`src/rtl/rv32_pkg.sv`:
```
// Shared RV32 core types: register-file geometry and the writeback request payload.
package rv32_pkg;

   localparam int unsigned XLEN       = 32;
   localparam int unsigned REG_ADDR_W = 5;
   localparam logic [REG_ADDR_W-1:0] REG_ZERO = 5'd0;

   typedef struct packed {
      logic                  valid;
      logic [REG_ADDR_W-1:0] rd;
      logic [XLEN-1:0]       data;
   } wb_req_t;

endpackage

```
`src/rtl/rf_wb_arbiter_if.sv`:
```
// Writeback arbitration bus: ALU/LSU requests, register-file write port and decode busy lookup.
interface rf_wb_arbiter_if;
   import rv32_pkg::*;

   logic                  alu_valid;
   logic [REG_ADDR_W-1:0] alu_rd;
   logic [XLEN-1:0]       alu_data;
   logic                  alu_stall;
   logic                  lsu_valid;
   logic                  lsu_ready;
   logic [REG_ADDR_W-1:0] lsu_rd;
   logic [XLEN-1:0]       lsu_data;
   logic                  wen;
   logic [REG_ADDR_W-1:0] rd;
   logic [XLEN-1:0]       Rd_dat;
   logic [REG_ADDR_W-1:0] rs1;
   logic [REG_ADDR_W-1:0] rs2;
   logic                  rs1_busy;
   logic                  rs2_busy;

   modport master (
      output alu_valid, alu_rd, alu_data, lsu_valid, lsu_rd, lsu_data, rs1, rs2,
      input  alu_stall, lsu_ready, wen, rd, Rd_dat, rs1_busy, rs2_busy
   );

   modport slave (
      input  alu_valid, alu_rd, alu_data, lsu_valid, lsu_rd, lsu_data, rs1, rs2,
      output alu_stall, lsu_ready, wen, rd, Rd_dat, rs1_busy, rs2_busy
   );

endinterface

```
`src/rtl/rf_wb_queue.sv`:
```
// Circular buffer of pending load writebacks with per-entry valid bits,
// squash-by-destination and a two-port busy lookup for decode.
module rf_wb_queue
   import rv32_pkg::*;
#(
   parameter int unsigned DEPTH = 2
) (
   input  logic                  clk,
   input  logic                  rst_n,
   input  logic                  i_push,
   input  logic [REG_ADDR_W-1:0] i_push_rd,
   input  logic [XLEN-1:0]       i_push_data,
   input  logic                  i_pop,
   input  logic                  i_squash,
   input  logic [REG_ADDR_W-1:0] i_squash_rd,
   input  logic [REG_ADDR_W-1:0] i_rs1,
   input  logic [REG_ADDR_W-1:0] i_rs2,
   output wb_req_t               o_head_c,
   output logic                  o_empty_c,
   output logic                  o_full_c,
   output logic                  o_rs1_busy_c,
   output logic                  o_rs2_busy_c
);

   localparam int unsigned PTR_W = $clog2(DEPTH);
   localparam int unsigned CNT_W = $clog2(DEPTH) + 1;

   wb_req_t          r_ent [DEPTH];
   logic [PTR_W-1:0] r_wptr;
   logic [PTR_W-1:0] r_rptr;
   logic [CNT_W-1:0] r_count;
   logic             w_push;
   logic             w_pop;

   assign o_empty_c = (r_count == '0);
   assign o_full_c  = (r_count == CNT_W'(DEPTH));
   assign o_head_c  = o_empty_c ? '0 : r_ent[r_rptr];
   assign w_push    = i_push & ~o_full_c;
   assign w_pop     = i_pop & ~o_empty_c;

   // Squash first so a same-edge push to the squashed rd still lands valid.
   always_ff @(posedge clk or negedge rst_n) begin
      if (!rst_n) begin
         for (int unsigned i = 0; i < DEPTH; i++) begin
            r_ent[PTR_W'(i)] <= '0;
         end
         r_wptr  <= '0;
         r_rptr  <= '0;
         r_count <= '0;
      end else begin
         for (int unsigned i = 0; i < DEPTH; i++) begin
            if (i_squash && (r_ent[PTR_W'(i)].rd == i_squash_rd)) begin
               r_ent[PTR_W'(i)].valid <= 1'b0;
            end
         end
         if (w_pop) begin
            r_ent[r_rptr].valid <= 1'b0;
            r_rptr              <= r_rptr + 1'b1;
         end
         if (w_push) begin
            r_ent[r_wptr] <= '{valid: 1'b1, rd: i_push_rd, data: i_push_data};
            r_wptr        <= r_wptr + 1'b1;
         end
         r_count <= r_count + CNT_W'(w_push) - CNT_W'(w_pop);
      end
   end

   always_comb begin
      o_rs1_busy_c = 1'b0;
      o_rs2_busy_c = 1'b0;
      for (int unsigned i = 0; i < DEPTH; i++) begin
         if (r_ent[PTR_W'(i)].valid) begin
            if (r_ent[PTR_W'(i)].rd == i_rs1) o_rs1_busy_c = 1'b1;
            if (r_ent[PTR_W'(i)].rd == i_rs2) o_rs2_busy_c = 1'b1;
         end
      end
      if (i_rs1 == REG_ZERO) o_rs1_busy_c = 1'b0;
      if (i_rs2 == REG_ZERO) o_rs2_busy_c = 1'b0;
   end

endmodule

```
`src/rtl/rf_wb_arbiter.sv`:
```
// Register-file write-port arbiter: ALU has priority, LSU results queue up,
// and a starvation counter periodically holds the ALU off to drain the queue.
module rf_wb_arbiter
   import rv32_pkg::*;
#(
   parameter int unsigned DEPTH      = 2,
   parameter int unsigned STARVE_MAX = 4
) (
   input logic          clk,
   input logic          rst_n,
   rf_wb_arbiter_if.slave bus
);

   localparam int unsigned STARVE_W = $clog2(STARVE_MAX + 1);

   logic                  r_alu_stall;
   logic                  w_alu_stall_nxt;
   logic [STARVE_W-1:0]   r_starve;
   logic [STARVE_W-1:0]   w_starve_nxt;
   wb_req_t               w_head;
   logic                  w_empty;
   logic                  w_full;
   logic                  w_grant;
   logic                  w_push;
   logic                  w_pop;
   logic                  w_squash;
   logic                  w_rs1_busy;
   logic                  w_rs2_busy;
   logic                  w_wen;
   logic [REG_ADDR_W-1:0] w_rd;
   logic [XLEN-1:0]       w_dat;

   assign w_grant  = bus.alu_valid & ~r_alu_stall;
   assign w_push   = bus.lsu_valid & ~w_full & (bus.lsu_rd != REG_ZERO);
   // A squashed head drains even while the ALU owns the port.
   assign w_pop    = ~w_empty & (~w_head.valid | ~w_grant);
   assign w_squash = w_grant & (bus.alu_rd != REG_ZERO);

   rf_wb_queue #(.DEPTH(DEPTH)) u_queue (
      .clk         (clk),
      .rst_n       (rst_n),
      .i_push      (w_push),
      .i_push_rd   (bus.lsu_rd),
      .i_push_data (bus.lsu_data),
      .i_pop       (w_pop),
      .i_squash    (w_squash),
      .i_squash_rd (bus.alu_rd),
      .i_rs1       (bus.rs1),
      .i_rs2       (bus.rs2),
      .o_head_c    (w_head),
      .o_empty_c   (w_empty),
      .o_full_c    (w_full),
      .o_rs1_busy_c(w_rs1_busy),
      .o_rs2_busy_c(w_rs2_busy)
   );

   // Write-port grant mux.
   always_comb begin
      w_wen = 1'b0;
      w_rd  = REG_ZERO;
      w_dat = '0;
      if (w_grant) begin
         w_wen = (bus.alu_rd != REG_ZERO);
         w_rd  = bus.alu_rd;
         w_dat = bus.alu_data;
      end else if (w_head.valid) begin
         w_wen = 1'b1;
         w_rd  = w_head.rd;
         w_dat = w_head.data;
      end
   end

   // Starvation tracking: only a valid head blocked by an ALU grant counts.
   always_comb begin
      w_starve_nxt    = r_starve;
      w_alu_stall_nxt = 1'b0;
      if (w_empty || w_pop) begin
         w_starve_nxt = '0;
      end else if (w_head.valid && w_grant) begin
         if (r_starve == STARVE_W'(STARVE_MAX - 1)) begin
            w_starve_nxt    = '0;
            w_alu_stall_nxt = 1'b1;
         end else begin
            w_starve_nxt = r_starve + 1'b1;
         end
      end
   end

   always_ff @(posedge clk or negedge rst_n) begin
      if (!rst_n) begin
         r_starve    <= '0;
         r_alu_stall <= 1'b0;
      end else begin
         r_starve    <= w_starve_nxt;
         r_alu_stall <= w_alu_stall_nxt;
      end
   end

   assign bus.wen       = w_wen;
   assign bus.rd        = w_rd;
   assign bus.Rd_dat    = w_dat;
   assign bus.alu_stall = r_alu_stall;
   assign bus.lsu_ready = ~w_full;
   assign bus.rs1_busy  = w_rs1_busy;
   assign bus.rs2_busy  = w_rs2_busy;

endmodule

```
`src/flat_wrapper.sv`:
```
// flat-port wrapper written by rule: the top's interface ports become plain ports
module rf_wb_arbiter_flat import rv32_pkg::*;
#(
   parameter int unsigned DEPTH      = 2,
   parameter int unsigned STARVE_MAX = 4
)
  (clk, rst_n, bus_alu_valid, bus_alu_rd, bus_alu_data, bus_lsu_valid, bus_lsu_rd, bus_lsu_data, bus_rs1, bus_rs2, bus_alu_stall, bus_lsu_ready, bus_wen, bus_rd, bus_Rd_dat, bus_rs1_busy, bus_rs2_busy);
  rf_wb_arbiter_if bus_i ();
  input logic clk;
  input logic rst_n;
  input wire logic [$bits(bus_i.alu_valid)-1:0] bus_alu_valid;
  input wire logic [$bits(bus_i.alu_rd)-1:0] bus_alu_rd;
  input wire logic [$bits(bus_i.alu_data)-1:0] bus_alu_data;
  input wire logic [$bits(bus_i.lsu_valid)-1:0] bus_lsu_valid;
  input wire logic [$bits(bus_i.lsu_rd)-1:0] bus_lsu_rd;
  input wire logic [$bits(bus_i.lsu_data)-1:0] bus_lsu_data;
  input wire logic [$bits(bus_i.rs1)-1:0] bus_rs1;
  input wire logic [$bits(bus_i.rs2)-1:0] bus_rs2;
  output wire logic [$bits(bus_i.alu_stall)-1:0] bus_alu_stall;
  output wire logic [$bits(bus_i.lsu_ready)-1:0] bus_lsu_ready;
  output wire logic [$bits(bus_i.wen)-1:0] bus_wen;
  output wire logic [$bits(bus_i.rd)-1:0] bus_rd;
  output wire logic [$bits(bus_i.Rd_dat)-1:0] bus_Rd_dat;
  output wire logic [$bits(bus_i.rs1_busy)-1:0] bus_rs1_busy;
  output wire logic [$bits(bus_i.rs2_busy)-1:0] bus_rs2_busy;
  assign bus_i.alu_valid = bus_alu_valid;
  assign bus_i.alu_rd = bus_alu_rd;
  assign bus_i.alu_data = bus_alu_data;
  assign bus_i.lsu_valid = bus_lsu_valid;
  assign bus_i.lsu_rd = bus_lsu_rd;
  assign bus_i.lsu_data = bus_lsu_data;
  assign bus_i.rs1 = bus_rs1;
  assign bus_i.rs2 = bus_rs2;
  assign bus_alu_stall = bus_i.alu_stall;
  assign bus_lsu_ready = bus_i.lsu_ready;
  assign bus_wen = bus_i.wen;
  assign bus_rd = bus_i.rd;
  assign bus_Rd_dat = bus_i.Rd_dat;
  assign bus_rs1_busy = bus_i.rs1_busy;
  assign bus_rs2_busy = bus_i.rs2_busy;
  rf_wb_arbiter #(.DEPTH(DEPTH), .STARVE_MAX(STARVE_MAX)) u_core (.clk(clk), .rst_n(rst_n), .bus(bus_i));
endmodule
```
`config.mk`:
```
export PLATFORM = sky130hd
export DESIGN_NAME = rf_wb_arbiter_flat
export DESIGN_NICKNAME = d
export VERILOG_FILES = /design/src/rtl/rv32_pkg.sv /design/src/rtl/rf_wb_arbiter_if.sv /design/src/rtl/rf_wb_queue.sv /design/src/rtl/rf_wb_arbiter.sv /design/src/flat_wrapper.sv
export SDC_FILE = /design/constraint.sdc
export NUM_CORES = 1
export LEC_CHECK = 0
export ABC_AREA = 1
export CORE_UTILIZATION = 49
export DETAILED_ROUTE_END_ITERATION = 10
export PLACE_DENSITY_LB_ADDON = 0.2
export SYNTH_ARGS = -nofsm -noshare
export SYNTH_HDL_FRONTEND = slang
export SYNTH_SLANG_ARGS = --single-unit
```
`constraint.sdc`:
```
create_clock -name clk -period 2.2 [get_ports clk]
set_input_delay 0.44 -clock clk [delete_from_list [all_inputs] [get_ports clk]]
set_output_delay 0.44 -clock clk [all_outputs]
set_load 0.02 [all_outputs]
```
==> summary.txt <==
Status: finished, violations left
Failing checks: setup timing
TritonCTS Buffers: 9
First-pass iteration count of the detailed router: 5
Hold buffers post-CTS: 0
WP buf/inv: 4
Tot Pwr: 8140 uW
WP data required: 1760 ps
Crit start category: register
CORE AREA: 0.00928 sq mm
Standard-cell rows: 35
Starting Density: 0.511
Routed Wire Length: 13.3 mm
Cells after synthesis: 614
Largest net degree at the start of global routing: 55
R2R Path Start: u_core.u_queue.r_rptr$_DFFE_PN0P_
Top post-synthesis cells by count: nand2_1, dfrtp_1, inv_1
Synth-to-Final Area Change: 41.1%
Vias in the first global route: 4681
Routability Congestion: 0.927
Final nets: 866
Reg2reg setup slack: 360 ps
Leakage power: 0.00343 uW
Netlist cell types: 29
RR Endpoint: u_core.u_queue.r_count[1]$_DFF_PN0_
Syn nets: 705
Final Worst Setup Slack: -26.9 ps
Dominant synthesized flop cell: dfrtp_1
First-pass GRT wire length: 22.0 mm
H-tree Lvls: 3
Finished Layout Cells: 909
Max_slew headroom: 0.600
Total GRT Usage: 0.284
Share of cells above drive strength 1: 0.212
DP Wirelength: 9.13 mm
Crit-path cells: inv_4 > nand2_4 > nand2_4 > nand2_8 > nor2_4 > buf_12 > buf_12 > o211ai_1 > nand2_1 > buf_6
Worst VDD drop: 546 uV
Post-synth EDFFs: 0
Depth of the most critical reg-to-reg path: 9
Flops & latches, synth: 84
CP Class: reg2out
Filler Cells Inserted: 756
Max-slew violation count: 0
Period utilisation layout: 1.01
Antenna-violating nets left: 0
Fraction of registers with async set/reset: 1.00
Number of diodes: 0
Drt drc: 0
DRT iter0 DRCs: 221
Final Setup Violations: 7
CTS sink count: 84
Die area: 0.0101 sq mm
Largest cells by area after synthesis: dfrtp_1, nand2_1, inv_1, o21ai_0, o21ai_1
RSZ-0062 raised after global routing: true
Critical Path AT: 1790 ps
Overflow after GRT: 0
DR vias: 4637
Post-Syn Area: 0.00474 sq mm
Worst-path cell with the longest stage delay: dfrtp_2
Worst-margin pin slew: 599 ps
Yosys warning total: 0
Die X: 100 microns
CP peak stage delay: 440 ps
Min-Delay Path Class: in2async
CTS tree: yes
Die Ht: 100 microns
Synth top area share: 0.444
Final Critical Period: 2230 ps
Design area: 0.00669 sq mm
Clock Path Buffers: 2
Register area share after synthesis: 0.444
Highest Clock Rate: 0.449 GHz
Clk_lat worst skew: 360 ps
Clock Pin Slew Worst Setup and Hold Paths: 80 ps
Most numerous cell in the Yosys netlist: nand2_1
Num ports: 130
Max cap viols: 0
Post-synth top area cell: dfrtp_1
Wire per inst: 14.7 microns
Hold violation total from the final report: 0
Setup crit end kind: output port
Area after DPL: 0.00633 sq mm
CTS root buffer: clkbuf_8
CP Max Fanout: 8
Post-Route Skew: 10.4 ps
Inst Count DP: 882
DR vias/cell: 5.10
Hold WS: 67.8 ps
Syn avg cell area: 7.72 sq um
CP delay by family, top: simple AND/OR/NAND/NOR gates
Pwr dens: 1220 mW/mm^2
Initial antenna violation count: 0
Port Buffers: 129
through the flow:
step / TNS [ps] / utilization / setup slack, ps
4_1_cts: -158 / 0.718 / -28.5
3_5_place_dp: -25960 / 0.682 / -696
6_report: -78.0 / 0.720 / -26.9
3_3_place_gp: -25420 / 0.682 / -678
5_1_grt: -1200 / 0.720 / -105
2_1_floorplan: 0 / - / 374
cell usage in the layout (no fill, tap or decap), types with 10 or more instances in the layout:
master / n
nand2_1: 189
dfrtp_1: 83
clkdlybuf4s50_1: 82
inv_1: 70
buf_4: 51
o21ai_0: 47
o21ai_1: 44
nor2_1: 33
or2_2: 32
o211ai_1: 27
buf_6: 22
nand3_1: 10
o211ai_2: 10
clkbuf_8: 10
routing by layer:
layer  GRT usage  routed length [microns]  part of all wire  vias to the layer above
met3      0.0522                      710             0.053                       20
li1            -                        -                 -                     2283
met4       0.126                      325             0.024                        0
met5           0                        0                 0                        -
met1       0.335                     5410              0.41                     2197
met2       0.504                     6890              0.52                      137
sequential cells by signal, summed over array words and instances, names as in the netlist:
name                    count
u_core.u_queue.r_ent       76
u_core.r_starve             3
u_core.u_queue.r_count      2
u_core.bus.alu_stall        1
u_core.u_queue.r_rptr       1
u_core.u_queue.r_wptr       1
worst register-to-register path, stage by stage, from the launching register on:
cell and delay, ps:
dfrtp_2 440, nand2_1 120, nand2_4 80, buf_4 130, buf_4 130, a21oi_2 240
ha_1 280, inv_1 60, ha_1 150, xnor2_1 120
repair_timing:
item,in CTS,in global routing
cloned,2,0
gates resized for setup,204,32
pin swaps,5,10
endpoints found under the setup margin,40,40
setup buffers,11,1
layout make-up:
type | count | area [sq um] | share of cell area
inverter | 73 | 277 | 0.0414
sequential | 84 | 2100 | 0.315
clock buffer | 11 | 141 | 0.0211
timing repair buffer | 180 | 1750 | 0.262
clock inverter | 5 | 85.1 | 0.0127
multi-input combinational | 427 | 2170 | 0.324
tap | 129 | 161 | 0.0241
cell families (layout without fill, tap and decap cells):
family                   count (synthesis)  count (layout)  share of synthesized area
AO/OA/AOI/OAI                          135             135                      0.174
adder cells (fa/ha/maj)                  3               3                    0.00792
buffers and inverters                  104             269                      0.108
AND/OR/NAND/NOR                        282             283                      0.256
XOR/XNOR                                 6               6                     0.0111
flip-flops                              84              84                      0.444
worst max path at each step:
stage,startpoint,end,slack (ps),cells past startpoint
after detailed placement,bus_alu_valid,bus_Rd_dat[26],-700,7
after floorplan,u_core.bus.alu_stall$_DFF_PN0_,bus_rd[0],370,4
final,u_core.u_queue.r_rptr$_DFFE_PN0P_,bus_Rd_dat[28],-30,10
after global routing,u_core.u_queue.r_rptr$_DFFE_PN0P_,bus_Rd_dat[1],-110,10
after global placement,bus_alu_valid,bus_Rd_dat[26],-680,7
after CTS,u_core.u_queue.r_rptr$_DFFE_PN0P_,bus_Rd_dat[27],-30,10
where the power goes:
part / internal, uW / switching, uW
combinational: 1870 / 2340
clock: 674 / 556
sequential: 2260 / 444
total: 4810 / 3340
Note: power is estimated with default switching activity, not from simulation.
